--- config.mk ---
export PLATFORM = sky130hd
export DESIGN_NAME = ex_stage_pipe
export DESIGN_NICKNAME = d
export VERILOG_FILES = /design/src/rtl/ex_stage_pipe.sv
export SDC_FILE = /design/constraint.sdc
export NUM_CORES = 1
export LEC_CHECK = 0
export CAP_MARGIN = 40
export CELL_PAD_IN_SITES_DETAIL_PLACEMENT = 1
export CELL_PAD_IN_SITES_GLOBAL_PLACEMENT = 1
export CORE_AREA = 5 5 134 136
export DETAILED_ROUTE_END_ITERATION = 8
export DIE_AREA = 0 0 139 141
export PLACE_DENSITY = 0.9
export SYNTH_ARGS = -nofsm -noshare
export SYNTH_HDL_FRONTEND = slang
export SYNTH_SLANG_ARGS = --single-unit
--- constraint.sdc ---
create_clock -name clk -period 6.7 [get_ports clk]
set_input_delay 1.34 -clock clk [delete_from_list [all_inputs] [get_ports clk]]
set_output_delay 1.34 -clock clk [all_outputs]
set_load 0.02 [all_outputs]
--- src/rtl/ex_stage_pipe.sv ---
// ---------------------------------------------------------------------------
// ex_stage_pipe
// Pipelined execute stage. Computes ALU, condition-set and branch results from
// decoded operands and holds them in an EX/MEM output register. Shifts and
// rotates run iteratively, one bit per cycle, in a small IDLE/SHIFT FSM.
//
// Ports:
//   clk, rst          clock, synchronous active-high reset
//   flush             kill the in-flight shift and the held result
//   in_valid/in_ready upstream handshake (operands from ID/EX)
//   in_op/in_setop/in_br, in_a, in_b, in_imm, in_pc_plus_two  decoded inputs
//   out_valid/out_ready downstream handshake (EX/MEM register)
//   out_result, out_ofl, out_redirect, out_target  registered results
//   dbg_state         1 while the FSM is in SHIFT
//
// Handshake: a transfer happens on a rising edge where valid && ready are
// both high. A producer holding valid keeps its payload stable until that
// edge; ready may depend combinationally on the consumer's ready.
// ---------------------------------------------------------------------------
module ex_stage_pipe #(
  parameter int WIDTH   = 16,
  parameter int SHAMT_W = 4
) (
  input  logic             clk,
  input  logic             rst,
  input  logic             flush,
  input  logic             in_valid,
  output logic             in_ready,
  input  logic [2:0]       in_op,
  input  logic [2:0]       in_setop,
  input  logic [2:0]       in_br,
  input  logic [WIDTH-1:0] in_a,
  input  logic [WIDTH-1:0] in_b,
  input  logic [WIDTH-1:0] in_imm,
  input  logic [WIDTH-1:0] in_pc_plus_two,
  output logic             out_valid,
  input  logic             out_ready,
  output logic [WIDTH-1:0] out_result,
  output logic             out_ofl,
  output logic             out_redirect,
  output logic [WIDTH-1:0] out_target,
  output logic             dbg_state
);

  typedef enum logic {IDLE = 1'b0, SHIFT = 1'b1} state_t;

  state_t             state_q, state_d;
  logic [SHAMT_W-1:0] cnt_q, cnt_d;
  logic [WIDTH-1:0]   work_q, work_d;
  logic [WIDTH-1:0]   pc_q, pc_d;
  logic [1:0]         sop_q, sop_d;   // in_op[1:0]: 0 ROL, 1 SLL, 2 ROR, 3 SRL
  logic               out_valid_q, out_valid_d;
  logic [WIDTH-1:0]   out_result_q, out_result_d;
  logic               out_ofl_q, out_ofl_d;
  logic               out_redirect_q, out_redirect_d;
  logic [WIDTH-1:0]   out_target_q, out_target_d;

  logic               br_active, set_active, is_shift, accept, out_free;
  logic               taken, flag, one_ofl;
  logic [SHAMT_W-1:0] amt;
  logic [WIDTH:0]     sum_ext;
  logic [WIDTH-1:0]   diff, one_res, one_tgt, shifted;

  localparam int MSB = WIDTH - 1;

  assign br_active  = (in_br >= 3'd1) && (in_br <= 3'd6);
  assign set_active = in_setop[2];
  // Set and branch ops override in_op, so they never take the shift path.
  assign is_shift   = in_op[2] && !set_active && !br_active;
  assign amt        = in_b[SHAMT_W-1:0];
  assign out_free   = !out_valid_q || out_ready;
  assign in_ready   = (state_q == IDLE) && out_free && !flush;
  assign accept     = in_valid && in_ready;

  // Single-cycle datapath for everything except multi-bit shifts.
  always_comb begin
    sum_ext = {1'b0, in_a} + {1'b0, in_b};
    diff    = in_a - in_b;

    flag = 1'b0;
    case (in_setop)
      3'd4:    flag = (in_a == in_b);
      3'd5:    flag = ($signed(in_a) <  $signed(in_b));
      3'd6:    flag = ($signed(in_a) <= $signed(in_b));
      3'd7:    flag = sum_ext[WIDTH];
      default: flag = 1'b0;
    endcase

    taken = 1'b0;
    case (in_br)
      3'd1:       taken = (in_a == '0);
      3'd2:       taken = (in_a != '0);
      3'd3:       taken = in_a[MSB];
      3'd4:       taken = !in_a[MSB];
      3'd5, 3'd6: taken = 1'b1;
      default:    taken = 1'b0;
    endcase

    one_ofl = 1'b0;
    one_res = in_a;  // shift with amount 0 passes A through
    if (br_active) begin
      one_res = in_pc_plus_two;  // link value
    end else if (set_active) begin
      one_res = {{(WIDTH-1){1'b0}}, flag};
    end else begin
      case (in_op)
        3'd0: begin
          one_res = sum_ext[WIDTH-1:0];
          one_ofl = (in_a[MSB] == in_b[MSB]) && (sum_ext[MSB] != in_a[MSB]);
        end
        3'd1: begin
          one_res = diff;
          one_ofl = (in_a[MSB] != in_b[MSB]) && (diff[MSB] != in_a[MSB]);
        end
        3'd2:    one_res = in_a & in_b;
        3'd3:    one_res = in_a ^ in_b;
        default: one_res = in_a;
      endcase
    end

    one_tgt = in_pc_plus_two;
    if (taken) one_tgt = (in_br == 3'd6) ? (in_a + in_imm) : (in_pc_plus_two + in_imm);
  end

  // One-bit step of the iterative shifter.
  always_comb begin
    shifted = work_q;
    case (sop_q)
      2'd0: shifted = {work_q[WIDTH-2:0], work_q[MSB]};
      2'd1: shifted = {work_q[WIDTH-2:0], 1'b0};
      2'd2: shifted = {work_q[0], work_q[MSB:1]};
      2'd3: shifted = {1'b0, work_q[MSB:1]};
      default: shifted = work_q;
    endcase
  end

  always_comb begin
    state_d        = state_q;
    cnt_d          = cnt_q;
    work_d         = work_q;
    pc_d           = pc_q;
    sop_d          = sop_q;
    out_valid_d    = out_valid_q && !out_ready;
    out_result_d   = out_result_q;
    out_ofl_d      = out_ofl_q;
    out_redirect_d = out_redirect_q;
    out_target_d   = out_target_q;

    if (flush) begin
      state_d        = IDLE;
      cnt_d          = '0;
      out_valid_d    = 1'b0;
      out_redirect_d = 1'b0;
    end else begin
      case (state_q)
        IDLE: begin
          if (accept) begin
            if (is_shift && (amt != '0)) begin
              state_d = SHIFT;
              cnt_d   = amt;
              work_d  = in_a;
              sop_d   = in_op[1:0];
              pc_d    = in_pc_plus_two;
            end else begin
              out_valid_d    = 1'b1;
              out_result_d   = one_res;
              out_ofl_d      = one_ofl;
              out_redirect_d = taken;
              out_target_d   = one_tgt;
            end
          end
        end
        SHIFT: begin
          if (cnt_q != '0) begin
            work_d = shifted;
            cnt_d  = cnt_q - 1'b1;
          end else if (out_free) begin
            // Count exhausted: park here until the output register frees up.
            state_d        = IDLE;
            out_valid_d    = 1'b1;
            out_result_d   = work_q;
            out_ofl_d      = 1'b0;
            out_redirect_d = 1'b0;
            out_target_d   = pc_q;
          end
        end
        default: state_d = IDLE;
      endcase
    end
  end

  always_ff @(posedge clk) begin
    if (rst) begin
      state_q        <= IDLE;
      cnt_q          <= '0;
      work_q         <= '0;
      pc_q           <= '0;
      sop_q          <= '0;
      out_valid_q    <= 1'b0;
      out_result_q   <= '0;
      out_ofl_q      <= 1'b0;
      out_redirect_q <= 1'b0;
      out_target_q   <= '0;
    end else begin
      state_q        <= state_d;
      cnt_q          <= cnt_d;
      work_q         <= work_d;
      pc_q           <= pc_d;
      sop_q          <= sop_d;
      out_valid_q    <= out_valid_d;
      out_result_q   <= out_result_d;
      out_ofl_q      <= out_ofl_d;
      out_redirect_q <= out_redirect_d;
      out_target_q   <= out_target_d;
    end
  end

  assign out_valid    = out_valid_q;
  assign out_result   = out_result_q;
  assign out_ofl      = out_ofl_q;
  assign out_redirect = out_redirect_q;
  assign out_target   = out_target_q;
  assign dbg_state    = (state_q == SHIFT);

endmodule
==> results of run 1 <==
## power breakdown
part           total [mW]  switching [mW]  internal, mW  leakage, nW
sequential          0.458         0.00786         0.451        0.599
combinational       0.514           0.308         0.206         2.43
clock               0.522           0.197         0.325        0.151
total                1.49           0.513         0.982         3.18
## how the worst min path moves through the flow
stage                            endpoint  depth (start not counted)                       start
3_5_place_dp   out_result[2]$_SDFFE_PP0P_                          2  out_result[2]$_SDFFE_PP0P_
4_1_cts        out_result[2]$_SDFFE_PP0P_                          2  out_result[2]$_SDFFE_PP0P_
6_report       out_result[2]$_SDFFE_PP0P_                          2  out_result[2]$_SDFFE_PP0P_
2_1_floorplan     work_q[10]$_SDFFE_PP0P_                          2     work_q[10]$_SDFFE_PP0P_
5_1_grt        out_result[2]$_SDFFE_PP0P_                          2  out_result[2]$_SDFFE_PP0P_
3_3_place_gp   out_result[2]$_SDFFE_PP0P_                          2  out_result[2]$_SDFFE_PP0P_
## worst max-delay path, stage by stage
cell	delay, ns
clkdlybuf4s50_1	0.59
nand3b_1	0.66
nand2_1	0.26
o21ai_0	0.11
ha_1	0.28
fa_1	0.45
a211oi_1	0.23
o21bai_1	0.16
a2111oi_0	0.83
or3_1	0.24
xnor2_1	0.06
mux2i_1	0.14
o21ai_0	0.13
a22o_1	0.25
## through the flow
| stage | cells | cell area [sq um] | power, mW | hold WS, ns |
|---|---|---|---|---|
| after global routing | 1247 | 8613 | 1.553 | 0.4845 |
| final | 1247 | 8613 | 1.495 | 0.4617 |
| after floorplan | 942 | 7042 | 0.7700 | 0.4490 |
| after global placement | 1228 | 8253 | 0.9471 | 0.4396 |
| after detailed placement | 1231 | 8294 | 0.9648 | 0.4500 |
| after CTS | 1247 | 8613 | 1.482 | 0.4566 |
## logic make-up (layout without fill, tap and decap cells)
logic type	after synthesis	in the layout	share of synthesized area [%]
and+or+nand+nor	310	310	20.74
AOI/OAI and AO/OA	290	290	27.38
buffers and inverters	114	194	6.805
muxes	78	78	11.55
DFF	74	74	21.04
adders and majority gates	51	51	9.382
xor gates and xnor gates	25	25	3.109
## cells in the mapped netlist, drive strengths merged, types with 6 or more instances
| library cell | number |
|---|---|
| clkbuf | 40 |
| mux2 | 16 |
| nand2b | 18 |
| nor3 | 25 |
| xnor2 | 15 |
| o211ai | 35 |
| nor4 | 9 |
| nor2b | 6 |
| ha | 48 |
| nor2 | 82 |
| and3 | 10 |
| dfxtp | 74 |
| inv | 51 |
| a31oi | 9 |
| o31ai | 6 |
| o21ai | 64 |
| o22ai | 9 |
| a21oi | 79 |
| o21bai | 7 |
| a211oi | 12 |
| nand3 | 22 |
| nand2 | 104 |
| or3 | 7 |
| xor2 | 10 |
| a221oi | 13 |
| a21o | 6 |
| buf | 23 |
| mux2i | 61 |
## sequential cells by signal, indices dropped and copies added, names as in the netlist
signal and cells:
out_result 16, out_target 16, pc_q 16, work_q 16
cnt_q 4, sop_q 2, dbg_state 1, out_ofl 1
out_redirect 1, out_valid 1
## metal layers
metal	GRT usage, %	vias up	wire length [um]
met4	10.25	0	1103
met2	49.25	369	13750
met1	38.65	3867	12510
met3	4.919	88	2382
met5	0	-	0
li1	-	3580	-
## cell type report
| type | count | area (sq um) | area share, % |
|---|---|---|---|
| clock buffers | 9 | 225.2 | 2.615 |
| clock inverters | 7 | 93.84 | 1.089 |
| repair buffers | 127 | 1252 | 14.54 |
| multi-input cells | 754 | 5086 | 59.05 |
| inverters | 51 | 191.4 | 2.223 |
| well taps | 225 | 281.5 | 3.268 |
| flip-flops and latches | 74 | 1483 | 17.21 |
==> results.yml, run 1 <==
clock_tree:
  clock_sinks: 74
  cts_resized: 0
  cts-root-buf: "clkbuf_16"
  clk_pin_slew_worst_paths_ns: 0.06
  cts_setup_buffers: 0
  numCtsBuffers: 9
  postCtsHoldBufs: 0
  ctsLongestPathBuffers: 2
  cts_tree: "built"
  clk_latency_ns: 0.34
  htreeDepth: 3
sta:
  worst_pin_slew_ns: 0.9352
  hold_violations: 0
  drv_slew: 0
  max_slew_margin_pct: 36.04
  fin_tns_setup_ns: 0
  max_freq_mhz: 181.0
  rsz0062_at_grt: "no"
  finClkSkew_ns: 0.007116
  setup_ws_ns: 1.175
  fin_crit_ns: 5.525
  finalCritPeriodShare_pct: 82.46
  final-setup-viol-count: 0
synth:
  yosysWarnings: 0
  synth-seq-area-share_pct: 21.04
  synth.distinct_cells: 74
  synth-edff-count: 0
  synthCells: 942
  avgSynthCellArea_sq_um: 7.475
  yosys-top-cells-area: "dfxtp_1, mux2i_1, ha_1"
  synth_area_leader_cell: "dfxtp_1"
  synth_top_area_share_pct: 21.04
  syn-num-nets: 1071
  netlist_area_sq_um: 7042
  ys_ff_latch: 74
  synth_ff_type: "dfxtp_1"
  async_flop_share_pct: 0
place:
  place_congestion: 0.9680
  dp_slack_ns: 1.016
  post-dp-hpwl_mm: 22.21
  port_buffers: 114
power:
  leakage_nw: 3.176
  powerDensity_nw_per_um2: 173.5
  worst_ir_drop_vdd_v: 0.0001285
cells_and_area:
  drive_gt1_share_pct: 6.067
  layout_common_cells: "clkdlybuf4s50_1, nand2_1, nor2_1"
  area_delta_synth_final_pct: 22.32
  fillers: 2074
  final_nets: 1146
  diodes: 0
  final_util_pct: 51.22
  final_common_cell: "clkdlybuf4s50_1"
global_routing:
  grt_pass1_vias: 8053
  grt_util_all_layers_pct: 29.47
  grt_max_degree: 83
  grt_pass1_wl_mm: 46.04
  grt-ovfl-total: 0
  antenna_found_initial: 0
critical_path:
  cp.arrival_ns: 5.75
  reg2regPathDepth: 10
  cp_data_required_time_ns: 6.93
  endpoint_kind: "flip-flop"
  crit_type: "primary input to flip-flop"
  startpoint: "in_br[1]"
  cp_max_fo: 20
  r2r_start: "dbg_state$_SDFF_PP0_"
  r2r_setup_slack_ns: 3.73
  r2r-end: "out_result[15]$_SDFFE_PP0P_"
  start_kind: "primary input"
  critPathCapture: "out_target[12]$_SDFFE_PP0P_"
routing:
  vias_per_cell: 6.338
  routedWlPerCell_um: 23.85
  firstDrtPassIters: 5
  antenna_left: 0
  routed_wl_mm: 29.74
  drt_iter0_drc: 751
  drcViolationCount: 0
  num_vias: 7904
min_path:
  min_path_type: "flip-flop to flip-flop"
run:
  maxCapViolations: 0
die:
  die_h_um: 141
  row_count: 48
  pin_count: 115
  core_area_sq_um: 16820
  floorplan.die.width_um: 139
  initial_core_util_pct: 41.88
  dieArea_sq_um: 19600
status:
  status: "finished, final reports clean"
Note: power is estimated with default switching activity, not from simulation.
==> run 2: changes to the inputs <==
- CORE_AREA: 5 5 134 136 -> 5 5 139 141
- DIE_AREA: 0 0 139 141 -> 0 0 144 146
- PLACE_DENSITY: 0.9 -> 0.84
- clock period: 6.7 -> 5.4 ns (I/O delays scaled with it)
==> run 2 against run 1 <==
  * Non-clock buffer count rose by 11
  * Sequential share of layout area fell by 0.13 points
  * Global-route usage fell by 1.5 points
  * Die area rose by 7.3%
==> results.yml, run 2 (synthesized netlist as in run 1, its figures left out) <==
critical_path:
  cp_data_required_time_ns: 5.63
  cp_max_fo: 12
  worstPathBufferInverterCount: 2
  endpoint_kind: "flip-flop"
  r2r_setup_slack_ns: 2.44
  crit_type: "primary input to flip-flop"
  slowest_delay_ns: 0.74
  start_kind: "primary input"
  cp.arrival_ns: 4.95
  path_delay_family: "compound AO/OA/AOI/OAI gates"
  crit_slowest_cell: "a2111oi_0"
  r2r-end: "out_result[6]$_SDFFE_PP0P_"
  r2r_start: "dbg_state$_SDFF_PP0_"
  crit_chain: "clkdlybuf4s50_1 -> nand3b_1 -> buf_4 -> mux2_2 -> ha_1 -> and3_1 -> and3_1 -> a2111oi_0 -> or3_1 -> xnor2_1 -> mux2i_1 -> o21ai_0 -> a22o_1"
  cp_common_cell: "and3_1"
  reg2regPathDepth: 8
sta:
  max_slew_margin_pct: 39.95
  hold_violations: 0
  fin_crit_ns: 4.718
  fin_hold_ws_ns: 0.4557
  setup_ws_ns: 0.6821
  fin_tns_setup_ns: 0
  finalCritPeriodShare_pct: 87.37
  rsz0062_at_grt: "no"
  finClkSkew_ns: 0.01005
  max_freq_mhz: 212.0
  drv_slew: 0
  final-setup-viol-count: 0
  worst_pin_slew_ns: 0.9007
cells_and_area:
  layout_common_cells: "clkdlybuf4s50_1, nand2_1, nor2_1"
  drive_gt1_share_pct: 7.067
  diodes: 0
  final_common_cell: "clkdlybuf4s50_1"
  area_delta_synth_final_pct: 23.28
  stdcell_count: 1262
  final_nets: 1157
power:
  leakage_nw: 3.220
  worst_ir_drop_vdd_v: 0.0001544
  powerDensity_nw_per_um2: 210.8
global_routing:
  grt_pass1_wl_mm: 45.98
  grt_pass1_vias: 7871
  antenna_found_initial: 0
  grt-ovfl-total: 0
  grt_max_degree: 49
  grt_util_all_layers_pct: 27.98
clock_tree:
  clock_sinks: 74
  cts_setup_buffers: 0
  htreeDepth: 3
  clk_pin_slew_worst_paths_ns: 0.07
  cts-root-buf: "clkbuf_16"
  numCtsBuffers: 9
  ctsLongestPathBuffers: 2
  postCtsHoldBufs: 0
  cts_tree: "built"
  cts_resized: 0
  clk_latency_ns: 0.34
die:
  initial_core_util_pct: 39.47
  core_area_sq_um: 17840
  dieArea_sq_um: 21020
  die_h_um: 146
  row_count: 49
  floorplan.die.width_um: 144
  pin_count: 115
routing:
  num_vias: 7864
  drcViolationCount: 0
  antenna_left: 0
  firstDrtPassIters: 5
  vias_per_cell: 6.231
  routedWlPerCell_um: 23.78
  drt_iter0_drc: 705
  routed_wl_mm: 30.01
min_path:
  hold_path.startpoint: "out_result[2]$_SDFFE_PP0P_"
  min_path_type: "flip-flop to flip-flop"
  holdPathEnd: "out_result[2]$_SDFFE_PP0P_"
  whs_path_depth: 2
status:
  status: "finished, final reports clean"
place:
  post-dp-hpwl_mm: 22.68
  port_buffers: 114
  place_congestion: 0.9520
  dp.cells: 1246
  dp_slack_ns: 0.5485
run:
  maxCapViolations: 0
run 2: cell types whose count changed in the layout (fill, tap and decap cells not counted):
cell	before	now
bufinv_16	2	1
buf_4	10	22
clkinv_4	1	3
inv_6	0	1
buf_6	1	0
clkinvlp_4	2	1
clkinv_2	2	1
run 2: layout make-up:
| cell class | count | area (sq um) |
|---|---|---|
| fillers | 2203 | 9160 |
| multi-input cells | 754 | 5086 |
| flip-flops and latches | 74 | 1483 |
| repair buffers | 138 | 1331 |
| well taps | 229 | 286.5 |
| clock buffers | 9 | 225.2 |
| inverters | 51 | 191.4 |
| clock inverters | 7 | 77.57 |
run 2: worst max-delay path by stage:
| stage | start | end | slack [ns] | cells after the start |
|---|---|---|---|---|
| CTS | in_br[0] | out_target[12]$_SDFFE_PP0P_ | 0.79 | 13 |
| global placement | in_br[0] | out_target[14]$_SDFFE_PP0P_ | 0.56 | 13 |
| finish | in_br[0] | out_target[12]$_SDFFE_PP0P_ | 0.68 | 13 |
| global route | in_br[0] | out_target[12]$_SDFFE_PP0P_ | 0.55 | 13 |
| floorplan | in_br[0] | out_target[12]$_SDFFE_PP0P_ | 1.32 | 13 |
| detailed placement | in_br[0] | out_target[12]$_SDFFE_PP0P_ | 0.55 | 13 |
run 2: tightest hold or removal path: cells and delay by family, from the launching register on:
kind | cells | cell delay (ns)
AND/OR/NAND/NOR | 1 | 0.05
AO/OA/AOI/OAI | 1 | 0.05
flip-flops | 1 | 0.31
run 2: metal layers:
metal	up-vias	GRT usage, %	share of wire, %
met5	-	0	0
met4	0	10.26	4.0
met3	78	4.601	8.6
met2	390	43.62	45
met1	3784	38.65	43
li1	3612	-	-
run 2: where the power goes:
part / internal [mW] / switching, mW / leakage (nW)
Sequential: 0.559 / 0.0101 / 0.599
Combinational: 0.261 / 0.379 / 2.48
Clock: 0.361 / 0.261 / 0.146
Total: 1.18 / 0.649 / 3.22
run 2: per-stage QoR:
step                util (%)  instance area [sq um]  power, mW
global placement       46.79                   8348      1.187
finish                 48.66                   8681      1.830
detailed placement     46.96                   8378      1.202
floorplan                  -                   7042     0.9553
global route           48.66                   8681      1.905
CTS                    48.66                   8681      1.823
